## config.mk

```make
export PLATFORM = sky130hd
export DESIGN_NAME = pipe_ctrl_flat
export DESIGN_NICKNAME = d
export VERILOG_FILES = /design/src/rtl/pipe_ctrl_if.sv /design/src/rtl/pipe_ctrl.sv /design/src/flat_wrapper.sv
export SDC_FILE = /design/constraint.sdc
export NUM_CORES = 1
export LEC_CHECK = 0
export ABC_AREA = 1
export CAP_MARGIN = 20
export CORE_MARGIN = 3
export CORE_UTILIZATION = 48
export DETAILED_ROUTE_END_ITERATION = 8
export PLACE_DENSITY = 0.78
export SLEW_MARGIN = 20
export SYNTH_ARGS = -nofsm -noshare
export SYNTH_HDL_FRONTEND = slang
export SYNTH_SLANG_ARGS = --single-unit
```

## constraint.sdc

```tcl
create_clock -name clk -period 1.7 [get_ports clk]
set_input_delay 0.17 -clock clk [delete_from_list [all_inputs] [get_ports clk]]
set_output_delay 0.17 -clock clk [all_outputs]
set_load 0.02 [all_outputs]
```

## src/rtl/pipe_ctrl_if.sv

```systemverilog
// Control bundle between the pipeline hazard controller and the datapath.
// The controller drives the slave modport. The datapath, or a testbench, uses master.
interface pipe_ctrl_if #(
    parameter int unsigned NSTAGE = 5,
    parameter int unsigned CNT_W  = 64
);
    // Hazard and status inputs to the controller
    logic              iresp_ok;
    logic              dmem_busy;
    logic              redirect_valid;
    logic [4:0]        dec_rs1;
    logic [4:0]        dec_rs2;
    logic              dec_rs1_used;
    logic              dec_rs2_used;
    logic [4:0]        dec_rd;
    logic              dec_regwrite;
    logic              dec_memread;

    // Pipeline steering and status outputs
    logic [NSTAGE-1:0] stage_en;
    logic [NSTAGE-1:0] stage_bubble;
    logic [NSTAGE-1:0] stage_valid;
    logic              pc_en;
    logic              pc_redirect;
    logic              commit_valid;
    logic [CNT_W-1:0]  cycle_cnt;
    logic [CNT_W-1:0]  instr_cnt;
    logic [CNT_W-1:0]  stall_cnt;

    modport master (
        output iresp_ok, dmem_busy, redirect_valid,
        output dec_rs1, dec_rs2, dec_rs1_used, dec_rs2_used,
        output dec_rd, dec_regwrite, dec_memread,
        input  stage_en, stage_bubble, stage_valid,
        input  pc_en, pc_redirect, commit_valid,
        input  cycle_cnt, instr_cnt, stall_cnt
    );

    modport slave (
        input  iresp_ok, dmem_busy, redirect_valid,
        input  dec_rs1, dec_rs2, dec_rs1_used, dec_rs2_used,
        input  dec_rd, dec_regwrite, dec_memread,
        output stage_en, stage_bubble, stage_valid,
        output pc_en, pc_redirect, commit_valid,
        output cycle_cnt, instr_cnt, stall_cnt
    );
endinterface

```

## src/rtl/pipe_ctrl.sv

```systemverilog
// In-order pipeline hazard controller.
// It handles stall and freeze propagation, bubble insertion, load-use detection,
// redirect flush, the slot valid bits and the performance counters.
module pipe_ctrl #(
    parameter int unsigned NSTAGE    = 5,
    parameter int unsigned BR_STAGE  = 2,
    parameter int unsigned MEM_STAGE = 3,
    parameter int unsigned CNT_W     = 64
) (
    input logic        clk,
    input logic        reset,
    pipe_ctrl_if.slave bus
);

    localparam logic [CNT_W-1:0] CntOne = CNT_W'(1);

    logic [NSTAGE-1:0]      valid_q, valid_d;
    logic [NSTAGE-1:0]      hold;
    logic [NSTAGE-1:0]      freeze;
    logic [NSTAGE-1:0]      stage_en;
    logic [NSTAGE-1:0]      stage_bubble;
    logic                   load_use;
    logic                   rs1_hit;
    logic                   rs2_hit;
    logic                   redirect_take;

    // Scoreboard covers slots 2..NSTAGE-1 only
    logic [NSTAGE-1:2][4:0] sb_rd_q, sb_rd_d;
    logic [NSTAGE-1:2]      sb_rw_q, sb_rw_d;
    logic [NSTAGE-1:2]      sb_mr_q, sb_mr_d;

    logic [CNT_W-1:0]       cycle_q, instr_q, stall_q;

    // The retiring slot's scoreboard entry only feeds the shift chain
    logic unused_sb_tail;
    assign unused_sb_tail = ^{sb_rd_q[NSTAGE-1], sb_rw_q[NSTAGE-1], sb_mr_q[NSTAGE-1]};

    // Load-use: slot 1 reads a register that the load in slot 2 has not produced yet
    always_comb begin
        rs1_hit  = bus.dec_rs1_used && (bus.dec_rs1 == sb_rd_q[2]);
        rs2_hit  = bus.dec_rs2_used && (bus.dec_rs2 == sb_rd_q[2]);
        load_use = valid_q[1] && valid_q[2] && sb_mr_q[2] && sb_rw_q[2] &&
                   (sb_rd_q[2] != 5'd0) && (rs1_hit || rs2_hit);
    end

    // Hold requests, backward freeze propagation, redirect arbitration and bubbles
    always_comb begin
        logic acc;
        acc            = 1'b0;
        hold           = '0;
        freeze         = '0;
        stage_bubble   = '0;

        hold[0]         = !bus.iresp_ok;
        hold[1]         = load_use;
        hold[MEM_STAGE] = bus.dmem_busy && valid_q[MEM_STAGE];

        // A hold in slot j freezes every older-in-pipe slot k <= j
        for (int k = int'(NSTAGE) - 1; k >= 0; k--) begin
            acc       = acc | hold[k];
            freeze[k] = acc;
        end

        // A redirect is only taken when its own slot is free to advance
        redirect_take = !reset && bus.redirect_valid && valid_q[BR_STAGE] &&
                        !freeze[BR_STAGE];

        // A taken redirect overrides fetch and load-use holds
        if (redirect_take) begin
            for (int k = 0; k <= int'(BR_STAGE); k++) begin
                freeze[k] = 1'b0;
            end
        end

        if (reset) begin
            freeze = '0;
        end

        for (int k = 1; k < int'(NSTAGE); k++) begin
            stage_bubble[k] = freeze[k-1] & ~freeze[k];
        end

        // Wrong-path slots behind the redirect load bubbles
        if (redirect_take) begin
            for (int k = 1; k <= int'(BR_STAGE); k++) begin
                stage_bubble[k] = 1'b1;
            end
        end

        stage_en = ~freeze;
    end

    // Next-state for the slot valid bits
    always_comb begin
        valid_d    = valid_q;
        valid_d[0] = 1'b1;
        // Slot 1 that loads without a bubble always receives a completed fetch
        if (stage_en[1]) begin
            valid_d[1] = !stage_bubble[1];
        end
        for (int k = 2; k < int'(NSTAGE); k++) begin
            if (stage_en[k]) begin
                valid_d[k] = stage_bubble[k] ? 1'b0 : valid_q[k-1];
            end
        end
    end

    // Next-state for the scoreboard, which shifts in lockstep with the slots
    always_comb begin
        sb_rd_d = sb_rd_q;
        sb_rw_d = sb_rw_q;
        sb_mr_d = sb_mr_q;
        if (stage_en[2]) begin
            if (stage_bubble[2]) begin
                sb_rd_d[2] = 5'd0;
                sb_rw_d[2] = 1'b0;
                sb_mr_d[2] = 1'b0;
            end else begin
                sb_rd_d[2] = valid_q[1] ? bus.dec_rd : 5'd0;
                sb_rw_d[2] = valid_q[1] && bus.dec_regwrite;
                sb_mr_d[2] = valid_q[1] && bus.dec_memread;
            end
        end
        for (int k = 3; k < int'(NSTAGE); k++) begin
            if (stage_en[k]) begin
                if (stage_bubble[k]) begin
                    sb_rd_d[k] = 5'd0;
                    sb_rw_d[k] = 1'b0;
                    sb_mr_d[k] = 1'b0;
                end else begin
                    sb_rd_d[k] = sb_rd_q[k-1];
                    sb_rw_d[k] = sb_rw_q[k-1];
                    sb_mr_d[k] = sb_mr_q[k-1];
                end
            end
        end
    end

    // Slot valid and scoreboard state registers
    always_ff @(posedge clk) begin
        if (reset) begin
            valid_q <= '0;
            sb_rd_q <= '0;
            sb_rw_q <= '0;
            sb_mr_q <= '0;
        end else begin
            valid_q <= valid_d;
            sb_rd_q <= sb_rd_d;
            sb_rw_q <= sb_rw_d;
            sb_mr_q <= sb_mr_d;
        end
    end

    // Free-running performance counters that wrap naturally at 2^CNT_W
    always_ff @(posedge clk) begin
        if (reset) begin
            cycle_q <= '0;
            instr_q <= '0;
            stall_q <= '0;
        end else begin
            cycle_q <= cycle_q + CntOne;
            if (valid_q[NSTAGE-1]) begin
                instr_q <= instr_q + CntOne;
            end
            if (freeze[1]) begin
                stall_q <= stall_q + CntOne;
            end
        end
    end

    assign bus.stage_en     = stage_en;
    assign bus.stage_bubble = stage_bubble;
    assign bus.stage_valid  = valid_q;
    assign bus.pc_en        = !freeze[0];
    assign bus.pc_redirect  = redirect_take;
    assign bus.commit_valid = valid_q[NSTAGE-1] && !reset;
    assign bus.cycle_cnt    = cycle_q;
    assign bus.instr_cnt    = instr_q;
    assign bus.stall_cnt    = stall_q;

endmodule

```

## src/flat_wrapper.sv

```systemverilog
// flat-port wrapper written by rule: the top's interface ports become plain ports
module pipe_ctrl_flat 
#(
    parameter int unsigned NSTAGE    = 5,
    parameter int unsigned BR_STAGE  = 2,
    parameter int unsigned MEM_STAGE = 3,
    parameter int unsigned CNT_W     = 64
)
  (clk, reset, bus_iresp_ok, bus_dmem_busy, bus_redirect_valid, bus_dec_rs1, bus_dec_rs2, bus_dec_rs1_used, bus_dec_rs2_used, bus_dec_rd, bus_dec_regwrite, bus_dec_memread, bus_stage_en, bus_stage_bubble, bus_stage_valid, bus_pc_en, bus_pc_redirect, bus_commit_valid, bus_cycle_cnt, bus_instr_cnt, bus_stall_cnt);
  pipe_ctrl_if #(.NSTAGE(NSTAGE), .CNT_W(CNT_W)) bus_i ();
  input logic clk;
  input logic reset;
  input wire logic [$bits(bus_i.iresp_ok)-1:0] bus_iresp_ok;
  input wire logic [$bits(bus_i.dmem_busy)-1:0] bus_dmem_busy;
  input wire logic [$bits(bus_i.redirect_valid)-1:0] bus_redirect_valid;
  input wire logic [$bits(bus_i.dec_rs1)-1:0] bus_dec_rs1;
  input wire logic [$bits(bus_i.dec_rs2)-1:0] bus_dec_rs2;
  input wire logic [$bits(bus_i.dec_rs1_used)-1:0] bus_dec_rs1_used;
  input wire logic [$bits(bus_i.dec_rs2_used)-1:0] bus_dec_rs2_used;
  input wire logic [$bits(bus_i.dec_rd)-1:0] bus_dec_rd;
  input wire logic [$bits(bus_i.dec_regwrite)-1:0] bus_dec_regwrite;
  input wire logic [$bits(bus_i.dec_memread)-1:0] bus_dec_memread;
  output wire logic [$bits(bus_i.stage_en)-1:0] bus_stage_en;
  output wire logic [$bits(bus_i.stage_bubble)-1:0] bus_stage_bubble;
  output wire logic [$bits(bus_i.stage_valid)-1:0] bus_stage_valid;
  output wire logic [$bits(bus_i.pc_en)-1:0] bus_pc_en;
  output wire logic [$bits(bus_i.pc_redirect)-1:0] bus_pc_redirect;
  output wire logic [$bits(bus_i.commit_valid)-1:0] bus_commit_valid;
  output wire logic [$bits(bus_i.cycle_cnt)-1:0] bus_cycle_cnt;
  output wire logic [$bits(bus_i.instr_cnt)-1:0] bus_instr_cnt;
  output wire logic [$bits(bus_i.stall_cnt)-1:0] bus_stall_cnt;
  assign bus_i.iresp_ok = bus_iresp_ok;
  assign bus_i.dmem_busy = bus_dmem_busy;
  assign bus_i.redirect_valid = bus_redirect_valid;
  assign bus_i.dec_rs1 = bus_dec_rs1;
  assign bus_i.dec_rs2 = bus_dec_rs2;
  assign bus_i.dec_rs1_used = bus_dec_rs1_used;
  assign bus_i.dec_rs2_used = bus_dec_rs2_used;
  assign bus_i.dec_rd = bus_dec_rd;
  assign bus_i.dec_regwrite = bus_dec_regwrite;
  assign bus_i.dec_memread = bus_dec_memread;
  assign bus_stage_en = bus_i.stage_en;
  assign bus_stage_bubble = bus_i.stage_bubble;
  assign bus_stage_valid = bus_i.stage_valid;
  assign bus_pc_en = bus_i.pc_en;
  assign bus_pc_redirect = bus_i.pc_redirect;
  assign bus_commit_valid = bus_i.commit_valid;
  assign bus_cycle_cnt = bus_i.cycle_cnt;
  assign bus_instr_cnt = bus_i.instr_cnt;
  assign bus_stall_cnt = bus_i.stall_cnt;
  pipe_ctrl #(.NSTAGE(NSTAGE), .BR_STAGE(BR_STAGE), .MEM_STAGE(MEM_STAGE), .CNT_W(CNT_W)) u_core (.clk(clk), .reset(reset), .bus(bus_i));
endmodule
```

== Word-level counts from Yosys, hierarchy flattened ==
Index checks and enable logic that the tools add are counted.
Widths: inputs -> output; s select.

* Reductions and logical operators: 21
* Bitwise gates (word level): 11
* $add $sub $neg: 3
* Mux-type cells: 11
* Equal/unequal tests: 2

{| class="wikitable"
|+ Operator list
! operator !! count
|-
| $add 64x1->64 const B || 3
|-
| $logic_and 1x1->1 || 14
|-
| $eq 5x5->1 || 2
|-
| $mux 5 || 2
|-
| $mux 1 || 6
|-
| $logic_not 1->1 || 5
|-
| $not 4->5 || 1
|-
| $reduce_bool 5->1 || 1
|-
| $and 1x1->1 || 4
|-
| $mux 4 || 1
|-
| $mux 3 || 1
|-
| $not 1->1 || 3
|-
| $mux 2 || 1
|-
| $or 1x1->1 || 2
|-
| $logic_or 1x1->1 || 1
|-
| $not 1->1 const A || 1
|}

* Register bits: 204
* Input bits: 24
* Output and inout port bits: 210

== Longest topological paths before layout ==
* Depth in word-level cells: 13
* Gate-level depth with buffers: 13
* Mapped depth without buffers: 12

== Least setup slack after synthesis ==
OpenSTA, ideal clock, no wires.

* Kind: register -> output
* Start point: register u_core.valid_q[3] (netlist: u_core.bus.stage_valid[3])
* End point: output port bus_stage_bubble[1]
* Data arrival time: 2.142 ns
* Slack: -0.612 ns
* Stages on the path, launching flop included: 8
* Required time: 1.530 ns
* Path through: dfxtp_1 nand2_1 nand4_2 inv_2 nor2_4 buf_4 o21ai_0 o21ai_0

* Word-level cells in the longest chain between the ends: 8
* Elaborated cells between the ends (all ways): 10

{| class="wikitable"
|+ RTL lines
! item !! line !! RTL
|-
| from (decl) || pipe_ctrl.sv:17 || <nowiki>logic [NSTAGE-1:0] valid_q, valid_d;</nowiki>
|-
| from (signal assigned) || pipe_ctrl.sv:147 || <nowiki>valid_q <= valid_d;</nowiki>
|-
| $logic_and 1x1->1 (*) || pipe_ctrl.sv:56 || <nowiki>hold[MEM_STAGE] = bus.dmem_busy && valid_q[MEM_STAGE];</nowiki>
|-
| $logic_not 1->1 (*) || pipe_ctrl.sv:66 || <nowiki>!freeze[BR_STAGE];</nowiki>
|-
| $logic_and 1x1->1 (*) || pipe_ctrl.sv:65 || <nowiki>redirect_take = !reset && bus.redirect_valid && valid_q[BR_STAGE] &&</nowiki>
|-
| via bus_pc_redirect || flat_wrapper.sv:27 || <nowiki>output wire logic [$bits(bus_i.pc_redirect)-1:0] bus_pc_redirect;</nowiki>
|-
| $mux 3 || pipe_ctrl.sv:69 || <nowiki>if (redirect_take) begin</nowiki>
|-
| $mux 4 || pipe_ctrl.sv:75 || <nowiki>if (reset) begin</nowiki>
|-
| $not 1->1 || pipe_ctrl.sv:80 || <nowiki>stage_bubble[k] = freeze[k-1] & ~freeze[k];</nowiki>
|-
| $and 1x1->1 || pipe_ctrl.sv:80 ||
|-
| $mux 2 (*) || pipe_ctrl.sv:84 || <nowiki>if (redirect_take) begin</nowiki>
|-
| to (decl) || flat_wrapper.sv:24 || <nowiki>output wire logic [$bits(bus_i.stage_bubble)-1:0] bus_stage_bubble;</nowiki>
|}

The timed path passes the listed nets; every way through them passes the cells marked *.

== Worst setup path after layout ==
* Start point: register u_core.sb_rd_q[4] in the netlist's numbering
* End point: output port bus_stage_bubble[1]

* Word-level cells in the longest chain between the ends: 10
* Elaborated cells between the ends (all ways): 15

{| class="wikitable"
|+ RTL lines
! item !! line !! RTL
|-
| from (decl) || pipe_ctrl.sv:28 || <nowiki>logic [NSTAGE-1:2][4:0] sb_rd_q, sb_rd_d;</nowiki>
|-
| from (signal assigned) || pipe_ctrl.sv:148 || <nowiki>sb_rd_q <= sb_rd_d;</nowiki>
|-
| $eq 5x5->1, on equally long branches || pipe_ctrl.sv:40, pipe_ctrl.sv:41 ||
|-
| $logic_and 1x1->1, on equally long branches || pipe_ctrl.sv:40, pipe_ctrl.sv:41 ||
|-
| $logic_or 1x1->1 || pipe_ctrl.sv:43 || <nowiki>(sb_rd_q[2] != 5'd0) && (rs1_hit || rs2_hit);</nowiki>
|-
| $logic_and 1x1->1 (*) || pipe_ctrl.sv:43 ||
|-
| $or 1x1->1 (*) || pipe_ctrl.sv:60 || <nowiki>acc = acc | hold[k];</nowiki>
|-
| $or 1x1->1 / $mux 3 (equally long branches) || pipe_ctrl.sv:60, pipe_ctrl.sv:69 ||
|-
| $mux 3 (*) || pipe_ctrl.sv:69 ||
|-
| $mux 4 (*) || pipe_ctrl.sv:75 ||
|-
| $and 1x1->1 (*) || pipe_ctrl.sv:80 ||
|-
| $mux 2 (*) || pipe_ctrl.sv:84 ||
|}

Every way passes the cells marked *; elsewhere a longest branch is shown, timed or not.

==> flow_summary.json <==
{
  "run_status": "finished with violations",
  "failed_checks": "negative setup slack",
  "swShare": 0.2467,
  "reg2reg_slack_ns": -0.45,
  "grt-ovfl-total": 0,
  "hold_viol_final": 0,
  "tns_ns": -22.72,
  "worstMarginPinSlew_ns": 0.8471,
  "antenna_found_initial": 0,
  "min_from": "bus_dec_memread",
  "dpl.hpwl_mm": 38.34,
  "crit_required_ns": 1.53,
  "io_buffers": 230,
  "startpoint": "u_core.sb_rd_q[4]$_SDFFE_PP0N_",
  "async_reset_ff_frac": 0,
  "grt.total_usage": 0.3730,
  "synth_most_common_cell": "nand2_1",
  "slew-limit-headroom": 0.4353,
  "vdd_ir_drop_max_mv": 0.7495,
  "place_congestion": 1.006,
  "placementRows": 57,
  "endpoint_kind": "primary output",
  "nets": 2717,
  "cts.path.max_buffers": 3,
  "yosysUniqueCellTypes": 38,
  "drc": 0,
  "synth_area_leaders": "dfxtp_1, nand2_1, nor2_1",
  "drive_gt1_frac": 0.3833,
  "ant_nets": 0,
  "clock_skew_ns": 0.02376,
  "grt_pass1_wl_mm": 81.20,
  "intPower_w": 0.008273,
  "clock.fmax_mhz": 456.7,
  "synth_flop_cell": "dfxtp_1",
  "cts-htree-levels": 1,
  "post_drt_wl_per_cell_um": 21.02,
  "hold_class": "input pin to flip-flop",
  "vias_per_cell": 5.974,
  "core_area_um2": 24600,
  "ys_seq_area_frac": 0.3364,
  "vias": 18118,
  "fin_ws_ns": -0.4898,
  "firstDrtPassIters": 8,
  "rsz0062_at_grt": "yes",
  "drt_iter0_drc": 2368,
  "start_kind": "flip-flop",
  "die_y_um": 165.0,
  "ctsRootBufferMaster": "clkbuf_16",
  "cts_num_sinks": 204,
  "die_area_um2": 27230,
  "drv_cap": 0,
  "yosys.area.top_type": "dfxtp_1",
  "netSwitchingPower_w": 0.002709,
  "power_density_nw_per_um2": 518.1,
  "clkTransAtPathRegs_ns": 0.06,
  "arrival_ns": 2.02,
  "drv_slew": 0,
  "grt_max_degree": 134,
  "combinationalPowerShare": 0.052,
  "leakage_nw": 9.034,
  "worstReg2RegStart": "u_core.bus.instr_cnt[33]$_SDFFE_PP0P_",
  "pin_count": 234,
  "cts_tree": "built",
  "p_seq_frac": 0.435,
  "start_util": 0.4934,
  "path_class": "flip-flop to primary output",
  "layout-area-overhead-vs-synth_pct": 74.61,
  "finalNonFillerCells": 3033,
  "worstSkewPairLatency_ns": 0.56,
  "synth_edf_count": 0,
  "cts_made_buffers": 25,
  "die_w_um": 165.0,
  "grt_pass1_vias": 15894,
  "wl_mm": 63.76,
  "cp_max_fo": 4,
  "yosysTopAreaCellShare": 0.3364,
  "dp_cells": 2924,
  "synth_area_um2": 12140,
  "syn_inst": 2014,
  "yosysWarnings": 0,
  "period_needed_ns": 2.190,
  "synth.avg_cell_area_um2": 6.027,
  "clkPwrFrac": 0.513,
  "ys_top_cells_by_count": "nand2_1, nor2_1, dfxtp_1",
  "period_share": 1.288,
  "ys_ff_latch": 204,
  "fill_cells": 1416,
  "finalSetupViolations": 136
}
==> registers in the layout, indices dropped and copies added (netlist names) <==
signal                  cells
u_core.bus.instr_cnt       64
u_core.bus.cycle_cnt       64
u_core.sb_rd_q              5
u_core.bus.stall_cnt       64
u_core.sb_rw_q              1
u_core.sb_mr_q              1
u_core.bus.stage_valid      5
==> cell type report <==
type / instances / area [um2] / area share
timing repair buffer: 693 / 5906 / 0.2786
clock buffer: 34 / 689.4 / 0.03252
clock inverter: 11 / 147.6 / 0.006965
tap: 324 / 405.4 / 0.01913
antenna: 1 / 2.502 / 0.0001181
inverter: 201 / 762.0 / 0.03595
sequential: 204 / 4274 / 0.2016
multi-input combinational: 1565 / 9010 / 0.4251
==> metal layers <==
metal,wire (um),track usage,vias up
li1,-,-,7879
met1,23010,0.4801,8277
met2,28560,0.6068,1508
met3,7250,0.06295,454
met4,4934,0.1777,0
met5,0,0,-
==> cell families after synthesis <==
family,count (synthesis),share of synthesized area
compound gates,217,0.09287
xor+xnor,46,0.03319
fa+ha+maj,3,0.003092
buf+inv,246,0.08050
flops,204,0.3364
other cells,2,0.0006187
simple gates,1296,0.4533
==> cell usage in the layout (no fill, tap or decap), drive strengths merged, types with 28 or more instances in the layout <==
cell,n
inv,202
nand2,601
a21oi,146
o21ai,58
xnor2,28
nor2,360
dfxtp,204
dlygate4sd2,193
nor3,62
buf,468
nand3,150
clkbuf,39
nand4,77
==> critical path, stage by stage, from the launching register on <==
cell	delay, ns
dfxtp_2	0.37
inv_1	0.09
nand2_1	0.08
nand2_1	0.06
nor2_1	0.12
nand3_1	0.09
nand2_1	0.12
nand2_2	0.08
nand2_2	0.09
o21ai_2	0.08
o21ai_2	0.15
buf_6	0.13
==> repair_timing <==
item | in CTS | in global routing
gates resized for setup | 418 | 516
gates cloned | 6 | 5
endpoints found under the hold margin | 1 | 0
hold buffers | 1 | 0
setup buffers | 18 | 37
setup endpoints to repair | 341 | 174
pin swaps | 48 | 152
==> power groups by stage <==
| stage | sequential [W] | clock [W] | combinational, W |
|---|---|---|---|
| final | 0.00478 | 0.00564 | 0.000566 |
| after global routing | 0.00478 | 0.00580 | 0.000583 |
| after CTS | 0.00481 | 0.00556 | 0.000461 |
| after detailed placement | 0.00492 | 0 | 0.000426 |
| after global placement | 0.00492 | 0 | 0.000424 |
| after floorplan | 0.00494 | 0 | 0.000207 |
==> metrics by stage <==
step / area [um2] / hold slack, ns / setup slack [ns] / total power [W] / util
after detailed placement: 17730 / 0.4474 / -0.5951 / 0.005346 / 0.7207
after global placement: 17730 / 0.4391 / -0.5340 / 0.005344 / 0.7207
final: 21200 / 0.1838 / -0.4898 / 0.01098 / 0.8615
after CTS: 19130 / 0.1366 / -0.4092 / 0.01083 / 0.7774
after floorplan: 12220 / 0.3087 / -0.02420 / 0.005145 / -
after global routing: 21190 / 0.1740 / -0.5687 / 0.01116 / 0.8614
==> worst paths after layout <==
kind                                           endpoint  cells past startpoint
setup / recovery                    bus_stage_bubble[1]                     11
setup reg to reg  u_core.bus.instr_cnt[49]$_SDFFE_PP0P_                      8
hold reg to reg    u_core.bus.stage_valid[4]$_SDFF_PP0_                      2
hold / removal           u_core.sb_mr_q[2]$_SDFFE_PP0N_                      3
No activity file was read; power rests on OpenSTA's default activity.
